File: src/rtl/axi4_lite_csr_pkg.sv
// Shared definitions for the AXI4-Lite CSR bank.
//  - Data/strobe widths and AXI response codes.
//  - Write FSM state encoding.
//  - Byte-masked merge and address-decode helpers used by the bank and its write FSM.
package axi4_lite_csr_pkg;

  localparam int unsigned CSR_DATA_W = 32;
  localparam int unsigned CSR_STRB_W = 4;

  localparam logic [1:0] RESP_OKAY   = 2'b00;
  localparam logic [1:0] RESP_SLVERR = 2'b10;

  typedef enum logic [1:0] {
    IDLE,
    HAVE_AW,
    HAVE_W,
    RESP
  } wr_state_t;

  // Replace only the bytes whose strobe bit is set.
  function automatic logic [CSR_DATA_W-1:0] csr_strb_merge(
    input logic [CSR_DATA_W-1:0] cur,
    input logic [CSR_DATA_W-1:0] wdat,
    input logic [CSR_STRB_W-1:0] strb
  );
    logic [CSR_DATA_W-1:0] res;
    res = cur;
    for (int unsigned b = 0; b < CSR_STRB_W; b++) begin
      if (strb[b]) res[8*b +: 8] = wdat[8*b +: 8];
    end
    return res;
  endfunction

  // Word-aligned and inside [base, base + 4*cnt).
  function automatic logic csr_addr_hit(
    input logic [31:0]  addr,
    input logic [31:0]  base,
    input int unsigned  cnt
  );
    logic [31:0] off;
    off = addr - base;
    return (addr[1:0] == 2'b00) && (addr >= base) && (off < (cnt << 2));
  endfunction

  function automatic logic [31:0] csr_addr_idx(
    input logic [31:0] addr,
    input logic [31:0] base
  );
    return (addr - base) >> 2;
  endfunction

endpackage

File: src/rtl/axi4_lite_csr_wr_fsm.sv
// AXI4-Lite write channel handler for the CSR bank.
// Captures AW and W independently (same cycle or either order), runs the
// IDLE/HAVE_AW/HAVE_W/RESP state machine and drives the B channel.
// Ports:
//  clk_i, rst_n_i           clock, synchronous active-low reset
//  awaddr/awvalid/awready   write address channel
//  wdata/wstrb/wvalid/wready write data channel
//  bresp/bvalid/bready      write response channel
//  apply                    high in the cycle the write takes effect (last handshake)
//  hit, idx, data, strb     decoded target and payload of the write, valid with apply
module axi4_lite_csr_wr_fsm #(
  parameter logic [31:0] BASE_ADDR = 32'h0000_0000,
  parameter int unsigned REG_CNT   = 8
) (
  input  logic        clk_i,
  input  logic        rst_n_i,
  input  logic [31:0] awaddr,
  input  logic        awvalid,
  output logic        awready,
  input  logic [31:0] wdata,
  input  logic [3:0]  wstrb,
  input  logic        wvalid,
  output logic        wready,
  output logic [1:0]  bresp,
  output logic        bvalid,
  input  logic        bready,
  output logic        apply,
  output logic        hit,
  output logic [31:0] idx,
  output logic [31:0] data,
  output logic [3:0]  strb
);
  import axi4_lite_csr_pkg::*;

  wr_state_t   state_q;
  logic [31:0] addr_q;
  logic [31:0] data_q;
  logic [3:0]  strb_q;
  logic        aw_hs;
  logic        w_hs;
  logic [31:0] eff_addr;

  assign aw_hs = awvalid && awready;
  assign w_hs  = wvalid && wready;

  // The write completes in the cycle of the last handshake, so the payload is
  // taken from the captured copy for the channel that arrived first and from
  // the bus for the one arriving now.
  always_comb begin
    eff_addr = (state_q == HAVE_AW) ? addr_q : awaddr;
    data     = (state_q == HAVE_W)  ? data_q : wdata;
    strb     = (state_q == HAVE_W)  ? strb_q : wstrb;
    apply    = ((state_q == IDLE)    && aw_hs && w_hs) ||
               ((state_q == HAVE_AW) && w_hs) ||
               ((state_q == HAVE_W)  && aw_hs);
    hit      = csr_addr_hit(eff_addr, BASE_ADDR, REG_CNT);
    idx      = csr_addr_idx(eff_addr, BASE_ADDR);
  end

  always_ff @(posedge clk_i) begin
    if (!rst_n_i) begin
      state_q <= IDLE;
      awready <= 1'b1;
      wready  <= 1'b1;
      bvalid  <= 1'b0;
      bresp   <= RESP_OKAY;
      addr_q  <= '0;
      data_q  <= '0;
      strb_q  <= '0;
    end else begin
      case (state_q)
        IDLE: begin
          if (aw_hs && w_hs) begin
            state_q <= RESP;
            awready <= 1'b0;
            wready  <= 1'b0;
            bvalid  <= 1'b1;
            bresp   <= hit ? RESP_OKAY : RESP_SLVERR;
          end else if (aw_hs) begin
            state_q <= HAVE_AW;
            addr_q  <= awaddr;
            awready <= 1'b0;
          end else if (w_hs) begin
            state_q <= HAVE_W;
            data_q  <= wdata;
            strb_q  <= wstrb;
            wready  <= 1'b0;
          end
        end
        HAVE_AW: begin
          if (w_hs) begin
            state_q <= RESP;
            wready  <= 1'b0;
            bvalid  <= 1'b1;
            bresp   <= hit ? RESP_OKAY : RESP_SLVERR;
          end
        end
        HAVE_W: begin
          if (aw_hs) begin
            state_q <= RESP;
            awready <= 1'b0;
            bvalid  <= 1'b1;
            bresp   <= hit ? RESP_OKAY : RESP_SLVERR;
          end
        end
        RESP: begin
          if (bready) begin
            state_q <= IDLE;
            awready <= 1'b1;
            wready  <= 1'b1;
            bvalid  <= 1'b0;
            bresp   <= RESP_OKAY;
          end
        end
        default: begin
          state_q <= IDLE;
          awready <= 1'b1;
          wready  <= 1'b1;
          bvalid  <= 1'b0;
        end
      endcase
    end
  end

endmodule

File: src/rtl/axi4_lite_csr_bank.sv
// Generic AXI4-Lite control/status register bank.
// REG_CNT 32-bit registers; RO_MASK bit k selects status (read from sr_i)
// instead of control (stored, driven on cr_o). Out-of-range or misaligned
// accesses return SLVERR.
// Optional macro CSR_SHADOW_EN: writes land in a shadow bank that is copied
// to cr_o on the cycle after frame_start_i; readback returns the shadow.
// Ports (the csr_* group is the flattened AXI4-Lite slave bundle):
//  clk_i, rst_n_i        clock, synchronous active-low reset
//  csr_aw*, csr_w*, csr_b*  write address / data / response channels
//  csr_ar*, csr_r*       read address / data channels
//  cr_o                  active control values, slice k = register k
//  sr_i                  status inputs, used where RO_MASK[k] = 1
//  cr_wr_stb_o           one-cycle pulse per register accepting a write
//  frame_start_i         frame-boundary pulse (shadow commit)
module axi4_lite_csr_bank #(
  parameter logic [31:0]         BASE_ADDR = 32'h0000_0000,
  parameter int unsigned         REG_CNT   = 8,
  parameter logic [REG_CNT-1:0]  RO_MASK   = '0,
  parameter logic [REG_CNT*32-1:0] RST_VAL = '0
) (
  input  logic                  clk_i,
  input  logic                  rst_n_i,
  input  logic [31:0]           csr_awaddr,
  input  logic                  csr_awvalid,
  output logic                  csr_awready,
  input  logic [31:0]           csr_wdata,
  input  logic [3:0]            csr_wstrb,
  input  logic                  csr_wvalid,
  output logic                  csr_wready,
  output logic [1:0]            csr_bresp,
  output logic                  csr_bvalid,
  input  logic                  csr_bready,
  input  logic [31:0]           csr_araddr,
  input  logic                  csr_arvalid,
  output logic                  csr_arready,
  output logic [31:0]           csr_rdata,
  output logic [1:0]            csr_rresp,
  output logic                  csr_rvalid,
  input  logic                  csr_rready,
  output logic [REG_CNT*32-1:0] cr_o,
  input  logic [REG_CNT*32-1:0] sr_i,
  output logic [REG_CNT-1:0]    cr_wr_stb_o,
  input  logic                  frame_start_i
);
  import axi4_lite_csr_pkg::*;

  logic                  wr_apply;
  logic                  wr_hit;
  logic [31:0]           wr_idx;
  logic [31:0]           wr_data;
  logic [3:0]            wr_strb;
  logic [REG_CNT-1:0]    wr_sel;
  logic [REG_CNT*32-1:0] cr_q;
  logic [REG_CNT*32-1:0] rd_bank;
  logic                  rd_hit;
  logic [31:0]           rd_idx;
  logic [31:0]           rd_word;
  logic                  rvalid_q;
  logic [31:0]           rdata_q;
  logic [1:0]            rresp_q;
  logic                  unused_inputs;

  assign unused_inputs = ^{frame_start_i, sr_i};

  axi4_lite_csr_wr_fsm #(
    .BASE_ADDR (BASE_ADDR),
    .REG_CNT   (REG_CNT)
  ) u_wr_fsm (
    .clk_i   (clk_i),
    .rst_n_i (rst_n_i),
    .awaddr  (csr_awaddr),
    .awvalid (csr_awvalid),
    .awready (csr_awready),
    .wdata   (csr_wdata),
    .wstrb   (csr_wstrb),
    .wvalid  (csr_wvalid),
    .wready  (csr_wready),
    .bresp   (csr_bresp),
    .bvalid  (csr_bvalid),
    .bready  (csr_bready),
    .apply   (wr_apply),
    .hit     (wr_hit),
    .idx     (wr_idx),
    .data    (wr_data),
    .strb    (wr_strb)
  );

  // Status registers swallow writes silently: OKAY response, no strobe.
  always_comb begin
    wr_sel = '0;
    for (int unsigned k = 0; k < REG_CNT; k++) begin
      if (wr_apply && wr_hit && (wr_idx == k) && !RO_MASK[k]) wr_sel[k] = 1'b1;
    end
  end

  always_ff @(posedge clk_i) begin
    if (!rst_n_i) cr_wr_stb_o <= '0;
    else          cr_wr_stb_o <= wr_sel;
  end

`ifdef CSR_SHADOW_EN
  logic [REG_CNT*32-1:0] shadow_q;

  // The commit samples shadow_q before this edge's write lands, so a write
  // coinciding with frame_start_i waits for the following frame.
  always_ff @(posedge clk_i) begin
    if (!rst_n_i) begin
      shadow_q <= RST_VAL;
      cr_q     <= RST_VAL;
    end else begin
      for (int unsigned k = 0; k < REG_CNT; k++) begin
        if (wr_sel[k]) shadow_q[32*k +: 32] <= csr_strb_merge(shadow_q[32*k +: 32], wr_data, wr_strb);
      end
      if (frame_start_i) cr_q <= shadow_q;
    end
  end

  assign rd_bank = shadow_q;
`else
  always_ff @(posedge clk_i) begin
    if (!rst_n_i) begin
      cr_q <= RST_VAL;
    end else begin
      for (int unsigned k = 0; k < REG_CNT; k++) begin
        if (wr_sel[k]) cr_q[32*k +: 32] <= csr_strb_merge(cr_q[32*k +: 32], wr_data, wr_strb);
      end
    end
  end

  assign rd_bank = cr_q;
`endif

  assign cr_o = cr_q;

  // Read path: single outstanding read, data registered at the AR handshake.
  always_comb begin
    rd_hit  = csr_addr_hit(csr_araddr, BASE_ADDR, REG_CNT);
    rd_idx  = csr_addr_idx(csr_araddr, BASE_ADDR);
    rd_word = '0;
    for (int unsigned k = 0; k < REG_CNT; k++) begin
      if (rd_hit && (rd_idx == k)) rd_word = RO_MASK[k] ? sr_i[32*k +: 32] : rd_bank[32*k +: 32];
    end
  end

  assign csr_arready = !rvalid_q;

  always_ff @(posedge clk_i) begin
    if (!rst_n_i) begin
      rvalid_q <= 1'b0;
      rdata_q  <= '0;
      rresp_q  <= RESP_OKAY;
    end else if (csr_arvalid && !rvalid_q) begin
      rvalid_q <= 1'b1;
      rdata_q  <= rd_word;
      rresp_q  <= rd_hit ? RESP_OKAY : RESP_SLVERR;
    end else if (rvalid_q && csr_rready) begin
      rvalid_q <= 1'b0;
    end
  end

  assign csr_rvalid = rvalid_q;
  assign csr_rdata  = rdata_q;
  assign csr_rresp  = rresp_q;

endmodule

File: config.mk
export PLATFORM = sky130hd
export DESIGN_NAME = axi4_lite_csr_bank
export DESIGN_NICKNAME = d
export VERILOG_FILES = /design/src/rtl/axi4_lite_csr_pkg.sv /design/src/rtl/axi4_lite_csr_wr_fsm.sv /design/src/rtl/axi4_lite_csr_bank.sv
export SDC_FILE = /design/constraint.sdc
export NUM_CORES = 1
export LEC_CHECK = 0
export BUFFER_PORTS_ARGS = -buffer_cell sky130_fd_sc_hd__clkbuf_2
export CORE_AREA = 2 2 259 261
export CTS_BUF_LIST = sky130_fd_sc_hd__clkbuf_8
export DETAILED_ROUTE_END_ITERATION = 6
export DIE_AREA = 0 0 261 263
export PLACE_DENSITY = 0.58
export SLEW_MARGIN = 40
export SYNTH_ARGS = -nofsm -noshare
export SYNTH_HDL_FRONTEND = slang
export SYNTH_HIERARCHICAL = 1
export SYNTH_SLANG_ARGS = --single-unit
File: constraint.sdc
create_clock -name clk_i -period 4.4 [get_ports clk_i]
set_input_delay 0.88 -clock clk_i [delete_from_list [all_inputs] [get_ports clk_i]]
set_output_delay 0.88 -clock clk_i [all_outputs]
set_load 0.1 [all_outputs]
==> impl_metrics.toml, run 1 <==
[synth]
sequential_fraction_of_the_synthesis_area = 0.437
count_of_flip_flops_with_a_built_in_enable_after_synthesis = 0
postSynthCellCount = 1739
yosys.cell_count.top_type = "nand2_1"
post_synth_main_area_contributors = "dfxtp_1 44%, mux2i_1 17%, nand2_1 11%"
synth.largest_area_cell = "dfxtp_1"
post_synth_instance_area_um2 = 17000
synth.lib_cells_used.distinct = 47
synth_area_per_cell_um2 = 9.79
yosys_warnings = 6
yosysTopAreaCellShare = 0.437
postSynthRegisterBits = 372
netlist_top_cells_count = "486 x nand2_1, 372 x dfxtp_1, 285 x mux2i_1, 99 x a21oi_1, 80 x clkbuf_1"
async_s_r_ff_share_synth = 0
synth-main-ff-cell = "dfxtp_1"

[cells_and_area]
flow.area_growth_from_synthesis_pct = 27.1
utilization = 0.330
sequential_standard_cell_area_um2 = 7450
layout.filler_cells = 6825
layout.cells.non_filler = 3090
layout-drive-gt1-share = 0.335
multi_input_logic_area_um2 = 9060
finalNetCount = 2533

[drt]
top_layer_used = "met5"
via_per_inst = 4.84
route.vias.total = 14947
route.antenna.remaining_nets = 0
detail_route.wirelength_um = 67900
detail_route.first_pass.iterations = 7
detail_route.iter0.violations = 941
detail_route.wirelength.met1_um = 28600
detailroute.wirelength.met3_um = 4730
met2_wirelength_um = 31800
routedWlPerCell_um = 22.0
remaining_drc_errors = 0

[clock_tree]
worstSkewPairLatency_ns = 0.66
cts_inserted_buffers = 72
cts_tree = "done"
cts_resized = 0
cts_hold_buf = 0
cts.sink_count = 372
post_cts.repair.setup_buffers = 0
clk_pin_slew_worst_paths_ns = 0.06
cts_htree_levels = 3
max-clock-path-buffers = 3
cts-root-buf = "clkbuf_8"

[setup_path]
setup.worst_path.class = "flip-flop to flip-flop"
setup.worst_path.end_class = "flip-flop"
worst-path-max-fanout = 33
timing.critical_path.from_type = "flip-flop"
arrival_ns = 4.21
regToRegSetupSlack_ns = 0.76
endpoint_required_time_on_the_critical_path_ns = 4.98

[global_routing]
groute.usage.overall = 0.193
antenna_found_initial = 11
grt_pass1_vias = 15123
grt_pass1_wl_um = 99000
grt_remaining_overflow = 0
pin_count_of_the_biggest_net_entering_global_routing = 106

[run_status]
result_of_the_run = "complete, no violations"

[sta]
worst-slew-pin-transition_ns = 0.767
finalSetupTns_ns = 0
timing.final.crit_share = 0.827
final_period_minus_worst_setup_slack_ns = 3.64
rsz_0062_raised_after_global_routing = "false"
fmax_mhz = 275
final-hold-violation-count = 0
final.setup_skew_ns = 0.0307
finalMaxSlewViolations = 0
report.final.setup_viol = 0
relSlewSlack = 0.488

[placed_design]
dp.cells = 2955
dp_hpwl_um = 48100
gp_routability_congestion = 0.838
numPortBuffers = 409

[min_path]
min_path_type = "primary input to flip-flop"

[die]
floorplan.initialDensity = 0.259
die_span_in_y_um = 263
placementRows = 94
core_area_um2 = 65600
die_area_um2 = 68600
ports_placed_on_the_boundary = 669
die_w_um = 261

[pwr]
switching_share = 0.326
portion_of_total_power_attributed_to_sequential_cells = 0.401
power_leakage_nw = 8.60
ir_worst_vdd_mv = 0.248
report.power.total_w = 0.00884
p_comb_frac = 0.199
total_switching_power_w = 0.00288
cell_int_power_w = 0.00596
proportion_of_power_drawn_by_the_clock_network = 0.400
power.density_nw_per_um2 = 408

[run]
timing.max_cap.violations = 0
state kept, by name, indices dropped and copies added (netlist names), 2 cells and up:
register	flops
u_wr_fsm/strb_q	4
cr_wr_stb_o	8
u_wr_fsm/addr_q	32
u_wr_fsm/state_q	2
csr_rdata	32
u_wr_fsm/data_q	32
cr_o	256
critical path, cell delays in order (launching register included):
cell	delay [ns]
dfxtp_1	0.33
inv_1	0.10
ha_1	0.32
buf_4	0.31
mux2_2	0.41
nor3_1	0.24
and4bb_4	0.28
and4bb_1	0.25
nand4_4	0.13
buf_12	0.23
nor4_4	0.38
buf_4	0.28
mux2i_1	0.21
kinds of logic after synthesis:
group,after synthesis,synth area share
other,2,0.000441
buffers and inverters,128,0.0340
adder cells (fa/ha/maj),4,0.00294
flip-flops,372,0.437
multiplexers,386,0.249
AO/OA/AOI/OAI,214,0.0841
AND/OR/NAND/NOR,633,0.192
layer usage:
layer,GRT usage,vias to the layer above
met5,0,-
met4,0.0878,8
met3,0.0509,159
met2,0.318,515
met1,0.235,7268
li1,-,6997
path summary, 6_finish.rpt:
check | cells after the start | endpoint | start
worst max-delay path | 12 | cr_o[254]$_SDFFE_PN0P_ | u_wr_fsm/state_q[1]$_SDFFE_PN0P_
worst min register to register | 2 | u_wr_fsm/data_q[19]$_SDFFE_PN0P_ | u_wr_fsm/data_q[19]$_SDFFE_PN0P_
worst max register to register | 12 | cr_o[254]$_SDFFE_PN0P_ | u_wr_fsm/state_q[1]$_SDFFE_PN0P_
worst min-delay path | 2 | csr_rvalid$_SDFFE_PN0P_ | csr_rready
metrics by stage:
stage / hold slack, ns / setup WS (ns) / cell area, µm²
2_1_floorplan: 0.431 / 0.998 / 17000
3_3_place_gp: 0.439 / 0.668 / 20200
3_5_place_dp: 0.445 / 0.635 / 20200
4_1_cts: 0.376 / 0.761 / 21600
5_1_grt: 0.400 / 0.542 / 21600
6_report: 0.447 / 0.763 / 21600
placed cells by master, fill, tap and decap left out, types with 5 or more instances in the layout:
cell,count
nand2_1,486
clkbuf_2,405
dfxtp_1,372
mux2i_1,285
a21oi_1,99
clkbuf_8,87
mux2_2,77
buf_4,59
nor4_4,35
nor3_1,28
inv_1,26
a22o_1,25
mux4_2,22
a32o_1,20
nand2b_1,15
nor4_1,14
o211ai_1,14
clkinv_2,14
o2bb2ai_1,13
o21ai_0,12
or2_2,10
a211oi_1,10
nor2_1,9
o22ai_1,9
a2bb2oi_1,7
diode_2,6
and2_1,5
layout make-up:
class,instances,area share
timing repair buffer,469,0.118
antenna,6,0.000694
multi-input combinational,1241,0.418
sequential,372,0.344
clock inverter,42,0.0120
inverter,9,0.00168
clock buffer,87,0.0553
tap,864,0.0499
power groups by stage:
stage / clock [W] / combinational, W / sequential, W
6_report: 0.00354 / 0.00176 / 0.00354
5_1_grt: 0.00379 / 0.00191 / 0.00355
3_5_place_dp: 0 / 0.00178 / 0.00361
4_1_cts: 0.00364 / 0.00179 / 0.00354
2_1_floorplan: 0 / 0.00115 / 0.00369
3_3_place_gp: 0 / 0.00175 / 0.00360
Note: power is estimated with default switching activity, not from simulation.
==> run 2, diff against run 1 <==
- clock period: 4.4 -> 3.55 ns (I/O delays scaled with it)
==> run 2 against run 1 <==
Net effect:
- cell count is 0.71% higher
- register-to-register slack worse by 0.58 ns
- sequential share of layout area is 0.89 points lower
- critical path depth stayed put
- setup slack worse by 0.58 ns
- non-clock buffer count is 19 higher
- critical path type unchanged
==> impl_metrics.toml, run 2 (same netlist as run 1, synthesis figures left out) <==
[placed_design]
dp_worst_setup_slack_ns = -0.0815
numPortBuffers = 409
dp.cells = 2974
placedInstanceArea_um2 = 20600
dp_hpwl_um = 49000
gp_routability_congestion = 0.841

[die]
die_w_um = 261
floorplan.initialDensity = 0.259
die_area_um2 = 68600
die_span_in_y_um = 263
placementRows = 94
ports_placed_on_the_boundary = 669
core_area_um2 = 65600

[sta]
final-hold-violation-count = 0
report.final.setup_viol = 0
finalMaxSlewViolations = 0
rsz_0062_raised_after_global_routing = "false"
fmax_mhz = 297
timing.final.ws_setup_ns = 0.185
worst-slew-pin-transition_ns = 0.726
timing.final.crit_share = 0.948
relSlewSlack = 0.518
final.setup_skew_ns = 0.0217
final_period_minus_worst_setup_slack_ns = 3.37

[cells_and_area]
largest_register_ffs = 256
layout-drive-gt1-share = 0.341
flow.area_growth_from_synthesis_pct = 30.5
layout.filler_cells = 6682
most_frequent_standard_cell_in_the_layout_excluding_fill_and_tap_cells = "nand2_1"
finalNetCount = 2553
layout.cells.non_filler = 3112
final_design_instance_area_without_fill_um2 = 22200
utilization = 0.339
layout.cells.most_common_list = "486 x nand2_1, 405 x clkbuf_2, 372 x dfxtp_1, 285 x mux2i_1, 99 x a21oi_1"

[setup_path]
timing.rr.start = "u_wr_fsm/state_q[1]$_SDFFE_PN0P_"
setup.worst_path.end_class = "flip-flop"
timing.critical_path.from_type = "flip-flop"
arrival_ns = 3.92
worst-path-max-fanout = 12
rr_worst_depth = 12
setup.worst_path.class = "flip-flop to flip-flop"
setup.worst_path.start = "u_wr_fsm/state_q[1]$_SDFFE_PN0P_"
endpoint_required_time_on_the_critical_path_ns = 4.10

[drt]
detail_route.iter0.violations = 903
route.antenna.remaining_nets = 0
via_per_inst = 4.83
route.vias.total = 15021
remaining_drc_errors = 0
detail_route.wirelength_um = 69000
detail_route.first_pass.iterations = 5
routedWlPerCell_um = 22.2

[pwr]
p_comb_frac = 0.198
ir_worst_vdd_mv = 0.238
report.power.total_w = 0.0112
total_switching_power_w = 0.00358
power_leakage_nw = 8.82
cell_int_power_w = 0.00766
power.density_nw_per_um2 = 506
switching_share = 0.318
proportion_of_power_drawn_by_the_clock_network = 0.412
portion_of_total_power_attributed_to_sequential_cells = 0.390

[global_routing]
groute.usage.overall = 0.195
pin_count_of_the_biggest_net_entering_global_routing = 123
grt_remaining_overflow = 0
grt_pass1_wl_um = 99900
grt_pass1_vias = 15242
antenna_found_initial = 15

[run_status]
result_of_the_run = "complete, no violations"

[clock_tree]
cts-root-buf = "clkbuf_8"
clk_pin_slew_worst_paths_ns = 0.06
cts_htree_levels = 3
worstSkewPairLatency_ns = 0.65
cts_inserted_buffers = 73
max-clock-path-buffers = 3
cts_tree = "done"
cts.sink_count = 372
cts_hold_buf = 0

[run]
timing.max_cap.violations = 0

[min_path]
holdCritStartpoint = "csr_rready"
worst_hold_path_stage_count = 2
min_path_type = "primary input to flip-flop"
run 2: power by group through the flow:
stage / clock network, W / registers (W) / logic [W]
6_report: 0.00463 / 0.00439 / 0.00222
5_1_grt: 0.00497 / 0.00440 / 0.00240
3_5_place_dp: 0 / 0.00447 / 0.00224
4_1_cts: 0.00480 / 0.00438 / 0.00225
3_3_place_gp: 0 / 0.00446 / 0.00220
2_1_floorplan: 0 / 0.00457 / 0.00143
run 2: worst paths after layout:
| path | end | slack (ns) |
|---|---|---|
| worst max-delay path | cr_o[225]$_SDFFE_PN0P_ | 0.18 |
| worst min-delay path | csr_rvalid$_SDFFE_PN0P_ | 0.27 |
| worst max register to register | cr_o[225]$_SDFFE_PN0P_ | 0.18 |
| worst min register to register | u_wr_fsm/data_q[23]$_SDFFE_PN0P_ | 0.45 |
run 2: repair_timing:
item / 4_1_cts / 5_1_grt
setup buffers: 0 / 0
endpoints found under the setup margin: 191 / 138
gates cloned: 0 / 0
resized for setup: 1 / 1
pin swaps: 0 / 0
run 2: layer usage:
layer,share of wire,track usage,vias up
li1,-,-,7039
met1,0.42,0.236,7348
met2,0.48,0.326,495
met3,0.070,0.0505,129
met4,0.030,0.0838,10
met5,0.0010,0,-
run 2: worst max-delay path, stage by stage, from the launching register on:
cell      delay [ns]
dfxtp_1         0.33
inv_1           0.14
ha_4            0.27
or4b_1          0.47
o22ai_1         0.24
nand2_1         0.07
and4bb_4        0.32
and4bb_1        0.24
nand4_4         0.14
buf_4           0.25
nor4_4          0.38
buf_4           0.23
mux2i_1         0.20
run 2: layout make-up:
type / count / area (µm²) / share of cell area
clock inverter: 37 / 283 / 0.0127
sequential: 372 / 7450 / 0.335
multi-input combinational: 1241 / 9070 / 0.408
timing repair buffer: 488 / 3020 / 0.136
inverter: 9 / 33.8 / 0.00152
clock buffer: 92 / 1270 / 0.0570
antenna: 9 / 22.5 / 0.00101
tap: 864 / 1080 / 0.0486
run 2: stage by stage:
stage / TNS, ns / hold slack, ns
finish: 0 / 0.268
global route: 0 / 0.236
CTS: 0 / 0.188
detailed placement: -5.42 / 0.445
global placement: -0.133 / 0.439
floorplan: 0 / 0.431
==> run 3, diff against run 2 <==
- clock period: 3.55 -> 3.4 ns (I/O delays scaled with it)
==> run 3 against run 2 <==
Net effect:
- clock skew is 0.0063 ns higher
- register-to-register slack worse by 0.02 ns
- worst hold slack worse by 0.012 ns
- maximum frequency is 4.1% higher
- final area hardly changed
- global-route usage is 0.23 points lower
- utilization hardly changed
- sequential power is 4% higher
- critical path depth is 1 higher
- combinational power is 6% higher
- sequential cell count stayed put
- critical endpoint is now cr_o[176]$_SDFFE_PN0P_
- largest cell class unchanged
==> impl_metrics.toml, run 3 (same netlist as run 1, synthesis figures left out) <==
[die]
placementRows = 94
die_area_um2 = 68600
ports_placed_on_the_boundary = 669
floorplan.initialDensity = 0.259
die_w_um = 261
die_span_in_y_um = 263
core_area_um2 = 65600

[pwr]
cell_int_power_w = 0.00793
p_comb_frac = 0.204
portion_of_total_power_attributed_to_sequential_cells = 0.395
switching_share = 0.316
proportion_of_power_drawn_by_the_clock_network = 0.401
power.density_nw_per_um2 = 521
power_leakage_nw = 8.82
ir_worst_vdd_mv = 0.264
total_switching_power_w = 0.00366
report.power.total_w = 0.0116

[cells_and_area]
finalNetCount = 2558
flow.area_growth_from_synthesis_pct = 30.6
sequential_standard_cell_area_um2 = 7450
layout-drive-gt1-share = 0.342
most_frequent_standard_cell_in_the_layout_excluding_fill_and_tap_cells = "nand2_1"
layout.cells.non_filler = 3105
multi_input_logic_area_um2 = 9080
layout.filler_cells = 6755
layout.cells.most_common_list = "486 x nand2_1, 405 x clkbuf_2, 372 x dfxtp_1, 285 x mux2i_1, 99 x a21oi_1"
largest_register_ffs = 256

[sta]
relSlewSlack = 0.521
worst-slew-pin-transition_ns = 0.718
timing.final.crit_share = 0.951
final.setup_skew_ns = 0.0280
report.final.setup_viol = 0
finalMaxSlewViolations = 0
rsz_0062_raised_after_global_routing = "false"
final-hold-violation-count = 0
final_period_minus_worst_setup_slack_ns = 3.23
fmax_mhz = 309

[drt]
route.vias.total = 14969
via_per_inst = 4.82
remaining_drc_errors = 0
detail_route.iter0.violations = 973
route.antenna.remaining_nets = 0
detail_route.wirelength_um = 68300
detail_route.first_pass.iterations = 5
routedWlPerCell_um = 22.0

[clock_tree]
max-clock-path-buffers = 3
cts_hold_buf = 0
post_cts.repair.setup_buffers = 0
cts_htree_levels = 3
worstSkewPairLatency_ns = 0.64
cts_inserted_buffers = 71
cts.sink_count = 372
cts-root-buf = "clkbuf_8"
cts_tree = "done"
clk_pin_slew_worst_paths_ns = 0.06

[placed_design]
dp_hpwl_um = 48800
dp.cells = 2981
gp_routability_congestion = 0.838
numPortBuffers = 409

[setup_path]
arrival_ns = 3.77
regToRegSetupSlack_ns = 0.17
setup.worst_path.class = "flip-flop to flip-flop"
worst-path-max-fanout = 25
endpoint_required_time_on_the_critical_path_ns = 3.94
timing.critical_path.from_type = "flip-flop"
setup.worst_path.end_class = "flip-flop"

[global_routing]
pin_count_of_the_biggest_net_entering_global_routing = 109
antenna_found_initial = 8
groute.usage.overall = 0.193
grt_remaining_overflow = 0
grt_pass1_vias = 15122
grt_pass1_wl_um = 99000

[run_status]
result_of_the_run = "complete, no violations"

[min_path]
min_path_type = "primary input to flip-flop"

[run]
timing.max_cap.violations = 0
==> run 3: area by class of cell <==
| type | instances | share of cell area |
|---|---|---|
| Tap cell | 864 | 0.0486 |
| Timing Repair Buffer | 495 | 0.140 |
| Inverter | 9 | 0.00152 |
| Clock inverter | 24 | 0.00720 |
| Multi-Input combinational cell | 1241 | 0.408 |
| Sequential cell | 372 | 0.335 |
| Clock buffer | 96 | 0.0594 |
| Antenna cell | 4 | 0.000450 |
==> run 3: through the flow <==
step	hold WS, ns	area (µm²)	setup TNS, ns	utilization	setup slack, ns
2_1_floorplan	0.431	17000	0	-	0.198
3_3_place_gp	0.439	20700	-0.0378	0.315	-0.0117
3_5_place_dp	0.446	20700	-1.84	0.316	-0.0694
4_1_cts	0.168	22200	0	0.338	0.0200
5_1_grt	0.199	22200	0	0.339	0.00177
6_report	0.255	22200	0	0.339	0.168
==> run 3: timing repair <==
item,in CTS,in global routing
setup endpoints to repair,26,249
gates resized for setup,2,3
pin swaps,3,2
hold endpoints to repair,0,0
==> run 3: power groups by stage <==
stage	Sequential (W)	Clock, W	Combinational, W
final	0.00458	0.00465	0.00236
after detailed placement	0.00467	0	0.00237
after global placement	0.00466	0	0.00233
after floorplan	0.00477	0	0.00149
after CTS	0.00458	0.00481	0.00238
after global routing	0.00459	0.00499	0.00255
==> run 3: worst paths after layout <==
| kind | from | to | depth (start not counted) |
|---|---|---|---|
| max | u_wr_fsm/state_q[1]$_SDFFE_PN0P_ | cr_o[176]$_SDFFE_PN0P_ | 13 |
| min | csr_rready | csr_rvalid$_SDFFE_PN0P_ | 2 |
| max reg2reg | u_wr_fsm/state_q[1]$_SDFFE_PN0P_ | cr_o[176]$_SDFFE_PN0P_ | 13 |
| min reg2reg | u_wr_fsm/data_q[21]$_SDFFE_PN0P_ | u_wr_fsm/data_q[21]$_SDFFE_PN0P_ | 2 |
==> run 3: routing by layer <==
metal	routed length, µm	up-vias	share of wire	global-route usage
li1	-	7035	-	-
met5	41	-	0.00060	0
met1	28600	7357	0.42	0.234
met3	4670	85	0.068	0.0477
met4	1370	6	0.020	0.0593
met2	33600	486	0.49	0.334
==> run 3: critical path, cell delays in order, from the launching register on <==
cell	delay (ns)
dfxtp_1	0.33
inv_1	0.09
ha_4	0.20
buf_4	0.14
or4_1	0.41
o22ai_2	0.17
nand2_1	0.07
and4bb_4	0.31
and4bb_1	0.24
nand4_4	0.14
buf_12	0.22
nor4_4	0.37
buf_12	0.20
mux2i_1	0.20
